<file path="config.mk">
export PLATFORM = sky130hd
export DESIGN_NAME = seg_scan_capture
export DESIGN_NICKNAME = d
export VERILOG_FILES = /design/src/rtl/seg_scan_capture.sv
export SDC_FILE = /design/constraint.sdc
export NUM_CORES = 1
export LEC_CHECK = 0
export ABC_AREA = 1
export CORE_MARGIN = 4
export CORE_UTILIZATION = 23
export CTS_CLUSTER_SIZE = 20
export DETAILED_ROUTE_END_ITERATION = 8
export PLACE_DENSITY = 0.5
export SYNTH_ARGS = -nofsm -noshare
export SYNTH_HDL_FRONTEND = slang
export SYNTH_SLANG_ARGS = --single-unit
export TNS_END_PERCENT = 5
</file>
<file path="constraint.sdc">
create_clock -name clk_i -period 4 [get_ports clk_i]
set_clock_uncertainty 0.05 [all_clocks]
set_input_delay 1.2 -clock clk_i [delete_from_list [all_inputs] [get_ports clk_i]]
set_output_delay 1.2 -clock clk_i [all_outputs]
set_load 0.1 [all_outputs]
</file>
<file path="src/rtl/seg_scan_capture.sv">
// Loopback monitor for a 3-digit multiplexed 7-segment display: filters the scanned
// select/segment lines, rebuilds the shown BCD value and its binary form, and flags errors.
//
// state   | meaning
// --------+-----------------------------------------------------------
// ST_HUNT | waiting for a ones-position sample to start a frame
// ST_GOT0 | ones digit captured, expecting tens
// ST_GOT1 | ones and tens captured, expecting hundreds
module seg_scan_capture #(
    parameter int SETTLE = 4
) (
    input  logic       clk_i,
    input  logic       rst_n_i,
    input  logic [6:0] seg_c_i,
    input  logic [7:0] seg_sel_i,
    input  logic       clr_err_i,
    output logic [3:0] dig_1_o,
    output logic [3:0] dig_10_o,
    output logic [3:0] dig_100_o,
    output logic [9:0] bin_value_o,
    output logic       valid_o,
    output logic       changed_o,
    output logic [2:0] err_flags_o
);

    localparam logic [7:0] SETTLE_C  = 8'(SETTLE);
    localparam logic [7:0] SETTLE_M1 = 8'(SETTLE - 1);

    typedef enum logic [1:0] {
        ST_HUNT = 2'd0,
        ST_GOT0 = 2'd1,
        ST_GOT1 = 2'd2
    } state_t;

    logic [6:0] seg_s1_q, seg_s2_q, seg_dl_q;
    logic [7:0] sel_s1_q, sel_s2_q, sel_dl_q;
    logic [7:0] cnt_q, cnt_d;
    state_t     state_q, state_d;
    logic [3:0] sh_1_q, sh_1_d;
    logic [3:0] sh_10_q, sh_10_d;
    logic [3:0] dig_1_q, dig_1_d;
    logic [3:0] dig_10_q, dig_10_d;
    logic [3:0] dig_100_q, dig_100_d;
    logic [9:0] bin_q, bin_d;
    logic       valid_q, valid_d;
    logic       changed_q, changed_d;
    logic [2:0] err_q, err_d;

    logic       pair_diff;
    logic       sample;
    logic       pos0, pos1, pos2;
    logic       sel_blank, sel_bad;
    logic [3:0] seg_digit;
    logic       seg_ok;
    logic       ev_ok;
    logic       sel_err_new, seg_err_new, abort;
    logic       ld_1, ld_10, publish, seq_err;
    logic [9:0] x1, x10, x100;

    // Sampling pipeline: two sync stages plus a delayed copy for the stability compare.
    always_ff @(posedge clk_i) begin
        if (!rst_n_i) begin
            seg_s1_q <= '0;
            seg_s2_q <= '0;
            seg_dl_q <= '0;
            sel_s1_q <= 8'hFF;
            sel_s2_q <= 8'hFF;
            sel_dl_q <= 8'hFF;
            cnt_q    <= '0;
        end else begin
            seg_s1_q <= seg_c_i;
            seg_s2_q <= seg_s1_q;
            seg_dl_q <= seg_s2_q;
            sel_s1_q <= seg_sel_i;
            sel_s2_q <= sel_s1_q;
            sel_dl_q <= sel_s2_q;
            cnt_q    <= cnt_d;
        end
    end

    assign pair_diff = (seg_s2_q != seg_dl_q) || (sel_s2_q != sel_dl_q);

    always_comb begin
        cnt_d = cnt_q;
        if (pair_diff) begin
            cnt_d = '0;
        end else if (cnt_q != SETTLE_C) begin
            cnt_d = cnt_q + 8'd1;
        end
    end

    // One event per stable interval: only the SETTLE-1 -> SETTLE step fires.
    assign sample = !pair_diff && (cnt_q == SETTLE_M1);

    always_comb begin
        pos0      = 1'b0;
        pos1      = 1'b0;
        pos2      = 1'b0;
        sel_blank = 1'b0;
        sel_bad   = 1'b0;
        case (sel_s2_q)
            8'hFE:   pos0      = 1'b1;
            8'hFD:   pos1      = 1'b1;
            8'hFB:   pos2      = 1'b1;
            8'hFF:   sel_blank = 1'b1;
            default: sel_bad   = 1'b1;
        endcase
    end

    always_comb begin
        seg_digit = 4'd0;
        seg_ok    = 1'b1;
        case (seg_s2_q)
            7'h3F:   seg_digit = 4'd0;
            7'h06:   seg_digit = 4'd1;
            7'h5B:   seg_digit = 4'd2;
            7'h4F:   seg_digit = 4'd3;
            7'h66:   seg_digit = 4'd4;
            7'h6D:   seg_digit = 4'd5;
            7'h7C:   seg_digit = 4'd6;
            7'h07:   seg_digit = 4'd7;
            7'h7F:   seg_digit = 4'd8;
            7'h67:   seg_digit = 4'd9;
            default: seg_ok    = 1'b0;
        endcase
    end

    // A blank select hides the segment lines entirely, so no segment check then.
    assign sel_err_new = sample && sel_bad;
    assign seg_err_new = sample && !sel_blank && !seg_ok;
    assign abort       = sel_err_new || seg_err_new;
    assign ev_ok       = sample && !sel_blank && !sel_bad && seg_ok;

    always_ff @(posedge clk_i) begin
        if (!rst_n_i) begin
            state_q <= ST_HUNT;
        end else begin
            state_q <= state_d;
        end
    end

    always_comb begin
        state_d = state_q;
        if (abort) begin
            state_d = ST_HUNT;
        end else if (ev_ok) begin
            case (state_q)
                ST_HUNT: if (pos0) state_d = ST_GOT0;
                ST_GOT0: begin
                    if (pos1) state_d = ST_GOT1;
                    else if (pos2) state_d = ST_HUNT;
                end
                ST_GOT1: begin
                    if (pos2) state_d = ST_HUNT;
                    else if (pos0) state_d = ST_GOT0;
                end
                default: state_d = ST_HUNT;
            endcase
        end
    end

    always_comb begin
        ld_1    = 1'b0;
        ld_10   = 1'b0;
        publish = 1'b0;
        seq_err = 1'b0;
        if (ev_ok) begin
            case (state_q)
                ST_HUNT: ld_1 = pos0;
                ST_GOT0: begin
                    ld_1    = pos0;
                    ld_10   = pos1;
                    seq_err = pos2;
                end
                ST_GOT1: begin
                    ld_1    = pos0;
                    ld_10   = pos1;
                    publish = pos2;
                    seq_err = pos0;
                end
                default: ;
            endcase
        end
    end

    // Hundreds go straight from the decoder into the published digits.
    assign x1   = {6'd0, sh_1_q};
    assign x10  = ({6'd0, sh_10_q} << 3) + ({6'd0, sh_10_q} << 1);
    assign x100 = ({6'd0, seg_digit} << 6) + ({6'd0, seg_digit} << 5) + ({6'd0, seg_digit} << 2);

    always_comb begin
        sh_1_d    = ld_1 ? seg_digit : sh_1_q;
        sh_10_d   = ld_10 ? seg_digit : sh_10_q;
        dig_1_d   = dig_1_q;
        dig_10_d  = dig_10_q;
        dig_100_d = dig_100_q;
        bin_d     = bin_q;
        valid_d   = publish;
        changed_d = 1'b0;
        if (publish) begin
            dig_1_d   = sh_1_q;
            dig_10_d  = sh_10_q;
            dig_100_d = seg_digit;
            bin_d     = x100 + x10 + x1;
            changed_d = {seg_digit, sh_10_q, sh_1_q} != {dig_100_q, dig_10_q, dig_1_q};
        end
        err_d = (clr_err_i ? 3'b000 : err_q) | {seq_err, sel_err_new, seg_err_new};
    end

    always_ff @(posedge clk_i) begin
        if (!rst_n_i) begin
            sh_1_q    <= '0;
            sh_10_q   <= '0;
            dig_1_q   <= '0;
            dig_10_q  <= '0;
            dig_100_q <= '0;
            bin_q     <= '0;
            valid_q   <= 1'b0;
            changed_q <= 1'b0;
            err_q     <= '0;
        end else begin
            sh_1_q    <= sh_1_d;
            sh_10_q   <= sh_10_d;
            dig_1_q   <= dig_1_d;
            dig_10_q  <= dig_10_d;
            dig_100_q <= dig_100_d;
            bin_q     <= bin_d;
            valid_q   <= valid_d;
            changed_q <= changed_d;
            err_q     <= err_d;
        end
    end

    assign dig_1_o     = dig_1_q;
    assign dig_10_o    = dig_10_q;
    assign dig_100_o   = dig_100_q;
    assign bin_value_o = bin_q;
    assign valid_o     = valid_q;
    assign changed_o   = changed_q;
    assign err_flags_o = err_q;

endmodule

</file>
==> flow_summary_export.csv, run 1 <==
group,metric,value,unit
placement,dpl.hpwl,6951,um
power,p_seq_frac,0.488,
final_layout,synthToLayoutAreaGrowth,19.87,%
critical_path,path_max_fanout,7,
floorplanning,ios,45,
detailed_routing,drt_iter0_markers,147,
synthesis,synth_xor_area_frac,0.03806,
placement,numPortBuffers,44,
power,clkPwrFrac,0.457,
final_layout,drive_gt1_frac,0.1113,
synthesis,synth_cell_types,34,
final_layout,regArea,0.001782,mm2
cts,cts_resized,0,
timing,fin_ws,448.2,ps
critical_path,critPathSlowestCell,"dfxtp_1",
timing,setup_violations,0,
critical_path,worst_ep_required_time,4200,ps
power,leakage,2.721,nW
final_layout,fillers,2195,
critical_path,critPathTopFamily,"adder cells",
synthesis,synth_top_family_by_area,"simple AND/OR/NAND/NOR gates",
synthesis,syn_avg_cell_area,7.293,um2
power,p_sw_frac,0.2557,
detailed_routing,post_drt_wl_per_cell,10.10,um
timing,relSlewSlack,0.3053,
global_route,grt_pass1_vias,3584,
floorplanning,die_w,149.5,um
floorplanning,die-area,0.02234,mm2
timing,drv_slew,0,
detailed_routing,via_per_inst,3.944,
critical_path,crit_arrival,3750,ps
critical_path,criticalPathCategory,"flip-flop to flip-flop",
synthesis,synth_seq_cells,89,
critical_path,end_kind,"flip-flop",
power,vdd_drop_max,0.0001720,V
cts,clk_pin_slew,70,ps
synthesis,synth_mux_area_frac,0,
final_layout,nets,715,
global_route,grt_max_degree,62,
global_route,grt_usage,0.09109,
synthesis,synth-compound-area-share,0.05139,
cts,clock_sinks,89,
floorplanning,core,0.01959,mm2
synthesis,synthSimpleGateAreaFrac,0.3235,
power,power_density,339.9,mW/mm2
timing,hold_viol,0,
global_route,antenna_found_initial,0,
outcome,status,"complete, no violations",
cts,htreeDepth,3,
floorplanning,num_rows,51,
placement,place_inst,923,
global_route,grt_pass1_wl,16560,um
detailed_routing,routed_wl,9480,um
critical_path,crit_buf_inv,5,
run,drv_cap,0,
critical_path,critical_path.max_stage_delay,460,ps
floorplanning,initial_core_util,0.2349,
final_layout,stdcell_count,939,
worst_hold_path,hold_path_class,"flip-flop to flip-flop",
critical_path,cpMostUsedCell,"nand2_1",
cts,cts_setup_buffers,0,
timing,final.period_utilization,0.8879,
detailed_routing,firstDrtPassIters,4,
placement,pre_cts_slack,457.1,ps
synthesis,ys_seq_area_frac,0.3872,
detailed_routing,antenna_left,0,
critical_path,worstPathCellList,"inv_2, nand2_1, nor2_1, nand2_1, nand2_1, nor3b_1, nand2_1, fa_1, inv_1, fa_1, inv_1, ha_1, inv_1, fa_1, inv_1, nand3_1, nand2_1, nand2_1, a21oi_1, o21ai_0, nand2_1, nand3_1, nand2_1, nor2_1",
cts,hold_buffers,0,
timing,finalCriticalPeriod,3552,ps
synthesis,syn-num-nets,677,
detailed_routing,drc,0,
timing,clock.fmax,0.2816,GHz
cts,root_buffer,"clkbuf_16",
cts,tritoncts,"yes",
cts,cts_made_buffers,9,
power,p_int,1.396,mW
timing,fin_setup_tns,0,ps
synthesis,synth_fa_ha_area_frac,0.08755,
timing,tightest_slew,1034,ps
timing,grt_setup_unrepaired,"false",
synthesis,yosysWarnings,0,
power,p_switching,0.4795,mW
final_layout,num_antenna_cells,0,
final_layout,multi_input_area,0.002303,mm2
detailed_routing,vias,3703,
synthesis,synth_area,0.004602,mm2
placement,gp_congestion,0.7988,
cts,clkLatencyLatePin,350,ps
global_route,grt_remaining_overflow,0,
floorplanning,fp.dieH,149.5,um
power,combPwrFrac,0.055,
synthesis,syn_inst,631,
critical_path,setup.worst_path.start_class,"flip-flop",
cts,cts.path.max_buffers,2,
## cells in the final DEF (no fill, tap or decap), drive strengths merged, types with 7 or more instances in the layout
cell / count
xor2: 7
clkbuf: 9
nand3: 45
dfxtp: 89
buf: 21
xnor2: 13
nand2: 161
fa: 7
ha: 21
clkdlybuf4s50: 26
a21oi: 41
nor3: 9
nand3b: 9
or2: 17
nor2: 77
inv: 108
## flip-flops by register name (all words and copies together) (netlist names)
name / flops
seg_s2_q: 7
state_q: 2
dig_1_o: 4
seg_s1_q: 7
bin_value_o: 9
dig_100_o: 4
sh_10_q: 4
changed_o: 1
seg_dl_q: 7
sel_s1_q: 8
err_flags_o: 3
sel_s2_q: 8
sel_dl_q: 8
dig_10_o: 4
valid_o: 1
sh_1_q: 4
cnt_q: 8
## power groups by stage
stage                     Sequential (mW)  Combinational [mW]  Clock [mW]
after CTS                           0.916               0.106       0.897
final                               0.916               0.103       0.856
after detailed placement            0.937               0.106           0
after global routing                0.919               0.121       0.927
after global placement              0.936               0.106           0
after floorplan                     0.933              0.0755           0
## final timing paths
check               from              to  slack [ps]  depth (start not counted)
max          seg_s2_q[4]  bin_value_o[9]         450                         24
min reg2reg  sel_s1_q[0]     sel_s2_q[0]         360                          1
max reg2reg  seg_s2_q[4]  bin_value_o[9]         450                         24
min          sel_s1_q[0]     sel_s2_q[0]         360                          1
## cell usage after synthesis
cell type	instances	share of area
buf_6	6	0.015
nor2_1	71	0.058
dfxtp_1	89	0.39
nor2_4	3	0.0073
inv_1	98	0.080
a31o_2	1	0.0019
xnor2_1	13	0.025
fa_1	7	0.030
buf_2	7	0.0076
a221oi_1	1	0.0019
clkbuf_1	3	0.0024
nand3b_1	9	0.015
o21ai_0	2	0.0022
a21oi_2	1	0.0019
nand3_1	41	0.045
nand2_1	157	0.13
nor3_1	9	0.0098
nor2_8	1	0.0044
nand3_2	4	0.0087
xor2_1	7	0.013
a21oi_1	40	0.044
nand2_4	1	0.0024
or2_2	17	0.023
ha_1	21	0.057
nand4_1	5	0.0068
nand4_4	1	0.0046
clkbuf_2	1	0.0011
buf_4	1	0.0016
buf_1	2	0.0016
nand2_2	3	0.0041
nor2_2	2	0.0027
nor4_1	2	0.0027
inv_2	4	0.0033
nor3b_1	1	0.0016
## layer usage
metal	wire length, um	track usage	up-vias
met5	0	0	-
met4	148	0.03158	0
met3	388	0.02604	11
met2	4104	0.1457	53
met1	4839	0.1179	1620
li1	-	-	2019
## worst register-to-register path, cell delays in order (launching register included)
cell and delay (ps):
dfxtp_1 460, inv_2 70, nand2_1 70, nor2_1 40
nand2_1 70, nand2_1 60, nor3b_1 170, nand2_1 150
fa_1 380, inv_1 70, fa_1 400, inv_1 70
ha_1 150, inv_1 50, fa_1 400, inv_1 70
nand3_1 60, nand2_1 100, nand2_1 50, a21oi_1 150
o21ai_0 100, nand2_1 60, nand3_1 70, nand2_1 90
nor2_1 40
## final cells by class
class,instances,area share
sequential,89,0.3230
clock inverter,7,0.01384
multi-input combinational,420,0.4176
tap,265,0.06010
clock buffer,9,0.04083
timing repair buffer,47,0.07530
inverter,102,0.06940
## kinds of logic after synthesis
group           Yosys count
buf+inv                 122
compound gates           45
flops                    89
fa+ha+maj                28
simple gates            327
xor+xnor                 20
## per-stage QoR
step           power [mW]  hold WS [ps]  instance area, um2    util
5_1_grt             1.967         385.9                5517  0.2816
3_3_place_gp        1.042         346.5                5215  0.2662
4_1_cts             1.919         365.2                5517  0.2816
6_report            1.875         364.3                5517  0.2816
3_5_place_dp        1.042         346.7                5215  0.2662
2_1_floorplan       1.009         340.5                4602       -
Power figures use the tool's default switching activity.
==> run 2, diff against run 1 <==
Settings changed: CORE_UTILIZATION 23 to 35, PLACE_DENSITY 0.5 to 0.64.
==> run 2 against run 1 <==
- first-iteration DRC count grew 39%
- critical path type unchanged
- maximum frequency down 0.60%
- global-route usage increased by 4.2 points
- register-to-register slack got worse by 20 ps
- cell area decreased by 2.4%
- power decreased by 3.1%
==> flow_summary_export.csv, run 2 (synthesis results as in run 1) <==
group,metric,value,unit
global_route,grt_pass1_wl,15970,um
timing,clock.fmax,0.2799,GHz
critical_path,path_max_fanout,7,
detailed_routing,routed_wl,9025,um
detailed_routing,drc,0,
timing,hold_viol,0,
detailed_routing,drt_iter0_markers,204,
timing,tightest_slew,979.5,ps
global_route,grt_max_degree,62,
critical_path,criticalPathCategory,"flip-flop to flip-flop",
timing,grt_setup_unrepaired,"false",
timing,relSlewSlack,0.3449,
power,power_density,337.3,mW/mm2
floorplanning,core,0.01272,mm2
cts,cts_resized,0,
final_layout,multi_input_area,0.002303,mm2
timing,fin_setup_tns,0,ps
global_route,grt_usage,0.1328,
power,leakage,2.701,nW
power,p_seq_frac,0.505,
power,vdd_drop_max,0.0002145,V
global_route,antenna_found_initial,0,
timing,final.period_utilization,0.8933,
cts,clkLatencyLatePin,350,ps
cts,root_buffer,"clkbuf_16",
critical_path,timing.rr.start,"seg_s2_q[0]",
critical_path,setup.worst_path.start_class,"flip-flop",
worst_hold_path,holdPathEnd,"sel_s2_q[1]",
power,p_switching,0.4173,mW
cts,tritoncts,"yes",
placement,dpl.hpwl,6631,um
cts,cts_made_buffers,9,
final_layout,layout_commonest_cell,"nand2_1",
final_layout,num_antenna_cells,0,
critical_path,worst_ep_required_time,4190,ps
floorplanning,ios,45,
timing,setup_violations,0,
run,drv_cap,0,
floorplanning,initial_core_util,0.3617,
floorplanning,die_w,122.7,um
detailed_routing,vias,3802,
cts,hold_buffers,0,
power,p_int,1.399,mW
global_route,grt_pass1_vias,3670,
outcome,status,"complete, no violations",
placement,placed_area,0.005104,mm2
floorplanning,num_rows,41,
detailed_routing,post_drt_wl_per_cell,10.68,um
worst_hold_path,hp-start,"sel_s1_q[1]",
cts,htreeDepth,3,
final_layout,synthToLayoutAreaGrowth,17.02,%
final_layout,largest_reg_flops,9,
placement,gp_congestion,0.8122,
critical_path,r2r_slack,430,ps
final_layout,regArea,0.001782,mm2
floorplanning,die-area,0.01505,mm2
timing,drv_slew,0,
cts,clock_sinks,89,
timing,finalCriticalPeriod,3573,ps
detailed_routing,antenna_left,0,
cts,clk_pin_slew,60,ps
floorplanning,fp.dieH,122.7,um
final_layout,nets,715,
worst_hold_path,hold_path_class,"flip-flop to flip-flop",
critical_path,critPathLaunch,"seg_s2_q[0]",
final_layout,design_area,0.005385,mm2
cts,cts.path.max_buffers,2,
detailed_routing,firstDrtPassIters,4,
critical_path,reg2reg_depth,20,
global_route,grt_remaining_overflow,0,
power,clkPwrFrac,0.439,
critical_path,timing.rr.end,"bin_value_o[9]",
power,p_sw_frac,0.2297,
critical_path,crit_arrival,3770,ps
placement,numPortBuffers,44,
critical_path,end_kind,"flip-flop",
final_layout,mostFrequentLayoutCells,"nand2_1 (157), inv_1 (98), dfxtp_1 (89)",
worst_hold_path,whs_path_depth,1,
final_layout,fillers,1326,
final_layout,drive_gt1_frac,0.1070,
detailed_routing,via_per_inst,4.499,
power,combPwrFrac,0.057,
cts,cts_setup_buffers,0,
==> run 2: cell type report <==
class	count	share of cell area
inverter	102	0.07110
clock buffer	11	0.04693
tap	172	0.03996
timing repair buffer	47	0.07807
sequential	89	0.3309
multi-input combinational	420	0.4277
clock inverter	4	0.005344
==> run 2: power by group through the flow <==
stage                     Clock (mW)  Combinational (mW)  Sequential, mW
final                          0.797               0.103           0.917
after detailed placement           0               0.104           0.937
after floorplan                    0              0.0755           0.933
after global routing           0.861               0.117           0.919
after CTS                      0.827               0.104           0.916
after global placement             0               0.102           0.936
==> run 2: stage by stage <==
stage / utilization / hold slack (ps) / instances / total power [mW] / worst slack (ps)
after floorplan: - / 340.5 / 631 / 1.009 / 765.3
after global placement: 0.4012 / 346.0 / 830 / 1.038 / 528.6
after detailed placement: 0.4012 / 348.2 / 830 / 1.040 / 478.5
after CTS: 0.4233 / 363.7 / 845 / 1.847 / 437.0
after global routing: 0.4233 / 372.3 / 845 / 1.897 / 151.3
final: 0.4233 / 362.5 / 845 / 1.816 / 426.9
==> run 2: critical path: stages (launching register included) <==
cell and delay (ps):
dfxtp_1 440, nand2_2 110, nor2_1 180, nand2_1 120, nor3b_1 150, nand2_1 140
inv_1 170, fa_1 540, inv_1 50, ha_1 290, ha_1 360, a21oi_1 220
nand2_1 120, nand2_1 70, a21oi_1 70, nor2_1 90, nand2_1 50, nand2_1 60
nand3_1 70, nand2_1 90, nor2_1 40
==> run 2: how the worst max path moves through the flow <==
stage,to,slack (ps),depth (start not counted)
2_1_floorplan,bin_value_o[9],770,24
3_3_place_gp,bin_value_o[9],530,24
3_5_place_dp,bin_value_o[9],480,24
4_1_cts,bin_value_o[9],440,24
5_1_grt,bin_value_o[9],150,24
6_report,bin_value_o[9],430,20
==> run 2: layer usage <==
metal | vias up | wire (um) | global-route usage
li1 | 2006 | - | -
met1 | 1709 | 4184 | 0.1569
met2 | 71 | 4273 | 0.2193
met3 | 16 | 402 | 0.03871
met4 | 0 | 165 | 0.06648
met5 | - | 0 | 0
==> run 3, diff against run 2 <==
--- a/constraint.sdc
+++ b/constraint.sdc
@@ -3,3 +3,3 @@
 set_input_delay 1.2 -clock clk_i [delete_from_list [all_inputs] [get_ports clk_i]]
 set_output_delay 1.2 -clock clk_i [all_outputs]
-set_load 0.1 [all_outputs]
+set_load 0.05 [all_outputs]
==> run 3 against run 2 <==
- register-to-register slack is essentially flat
- non-clock buffer count is the same
- global-route usage grew 0.051 points
- count of clock-buffer cells in the layout shrank 2
- maximum frequency is essentially flat
- cell area grew 0.44%
- routed wire length grew 0.35%
- final cell count is the same
- largest cell class unchanged
- highest routed layer unchanged
==> flow_summary_export.csv, run 3 (synthesis results as in run 1) <==
group,metric,value,unit
global_route,grt_pass1_wl,16060,um
detailed_routing,drc,0,
cts,root_buffer,"clkbuf_16",
final_layout,drive_gt1_frac,0.08470,
power,power_density,331.5,mW/mm2
detailed_routing,drt_iter0_markers,204,
outcome,status,"complete, no violations",
final_layout,synthToLayoutAreaGrowth,17.54,%
global_route,antenna_found_initial,0,
detailed_routing,post_drt_wl_per_cell,10.72,um
floorplanning,num_rows,41,
final_layout,nets,715,
power,leakage,2.665,nW
timing,drv_slew,0,
cts,clk_pin_slew,70,ps
detailed_routing,antenna_left,0,
run,drv_cap,0,
final_layout,design_area,0.005409,mm2
detailed_routing,via_per_inst,4.470,
critical_path,criticalPathCategory,"flip-flop to flip-flop",
cts,cts_setup_buffers,0,
floorplanning,ios,45,
floorplanning,die_w,122.7,um
timing,relSlewSlack,0.3644,
timing,tightest_slew,946.1,ps
final_layout,layout_commonest_cell,"nand2_1",
floorplanning,core,0.01272,mm2
global_route,grt_remaining_overflow,0,
critical_path,end_kind,"flip-flop",
cts,hold_buffers,0,
placement,gp_congestion,0.8609,
critical_path,worstPathCellList,"inv_2, nand2_1, nor2_1, nand2_1, nand2_1, nor3b_1, nand2_1, fa_1, inv_1, fa_1, inv_1, ha_1, inv_1, fa_1, inv_1, nand3_1, nand2_1, nand2_1, a21oi_1, o21ai_0, nand2_1, nand3_1, nand2_1, nor2_1",
floorplanning,die-area,0.01505,mm2
critical_path,worst_ep_required_time,4190,ps
cts,cts.path.max_buffers,2,
critical_path,cpMostUsedCell,"nand2_1",
cts,cts_made_buffers,9,
cts,clock_sinks,89,
critical_path,path_max_fanout,7,
critical_path,crit_buf_inv,5,
final_layout,mostFrequentLayoutCells,"nand2_1 (157), inv_1 (98), dfxtp_1 (89)",
timing,fin_setup_tns,0,ps
placement,dpl.hpwl,6763,um
global_route,grt_max_degree,62,
worst_hold_path,hold_path_class,"flip-flop to flip-flop",
detailed_routing,firstDrtPassIters,4,
final_layout,largest_reg_flops,9,
global_route,grt_pass1_vias,3655,
final_layout,multi_input_area,0.002303,mm2
cts,htreeDepth,3,
critical_path,critPathSlowestCell,"dfxtp_1",
timing,hold_viol,0,
timing,grt_setup_unrepaired,"false",
final_layout,num_antenna_cells,0,
timing,setup_violations,0,
cts,cts_resized,0,
placement,placed_area,0.005141,mm2
detailed_routing,vias,3777,
critical_path,crit_arrival,3760,ps
power,vdd_drop_max,0.0001857,V
critical_path,critical_path.max_stage_delay,450,ps
global_route,grt_usage,0.1333,
timing,finalCriticalPeriod,3571,ps
floorplanning,initial_core_util,0.3617,
cts,tritoncts,"yes",
final_layout,fillers,1358,
final_layout,regArea,0.001782,mm2
timing,clock.fmax,0.2800,GHz
floorplanning,fp.dieH,122.7,um
timing,final.period_utilization,0.8927,
critical_path,critPathTopFamily,"adder cells",
critical_path,setup.worst_path.start_class,"flip-flop",
placement,numPortBuffers,44,
detailed_routing,routed_wl,9057,um
cts,clkLatencyLatePin,350,ps
[run 3: cell count changes in the layout (fill, tap and decap cells not counted), sizes merged]
| cell | change |
|---|---|
| clkbuf | -2 |
| clkdlybuf4s50 | +15 |
| buf | -15 |
| inv | +2 |
[run 3: routing by layer]
metal | vias up | GRT usage | wire length, um
met3 | 14 | 0.03871 | 358
met4 | 0 | 0.04969 | 153
met1 | 1694 | 0.1604 | 4165
met2 | 58 | 0.2251 | 4379
li1 | 2011 | - | -
met5 | - | 0 | 0
[run 3: layout make-up]
class                      instances  share of cell area
timing repair buffer              47             0.08466
sequential                        89              0.3294
clock buffer                       9             0.04164
clock inverter                     6            0.007865
inverter                         102             0.07078
tap                              172             0.03979
multi-input combinational        420              0.4259
[run 3: path summary, 6_finish.rpt]
| path | start | to | slack, ps | cells past startpoint |
|---|---|---|---|---|
| setup / recovery | seg_s2_q[4] | bin_value_o[9] | 430 | 24 |
| hold / removal | sel_s1_q[4] | sel_s2_q[4] | 360 | 1 |
| setup reg to reg | seg_s2_q[4] | bin_value_o[9] | 430 | 24 |
| hold reg to reg | sel_s1_q[4] | sel_s2_q[4] | 360 | 1 |
[run 3: power breakdown]
| group | leakage [nW] | switching (mW) | internal, mW | total, mW |
|---|---|---|---|---|
| clock | 0.128 | 0.354 | 0.419 | 0.773 |
| combinational | 1.81 | 0.0598 | 0.0434 | 0.103 |
| sequential | 0.725 | 0.0118 | 0.905 | 0.917 |
| total | 2.66 | 0.426 | 1.37 | 1.79 |
[run 3: per-stage QoR]
stage	hold slack (ps)	cells	utilization	total power [mW]	setup WS, ps
3_5_place_dp	347.2	830	0.4041	1.041	446.6
6_report	355.6	845	0.4252	1.793	429.2
4_1_cts	359.2	845	0.4252	1.821	428.7
3_3_place_gp	346.0	830	0.4041	1.038	529.7
5_1_grt	369.9	845	0.4252	1.872	5.580
2_1_floorplan	340.5	631	-	1.009	767.7
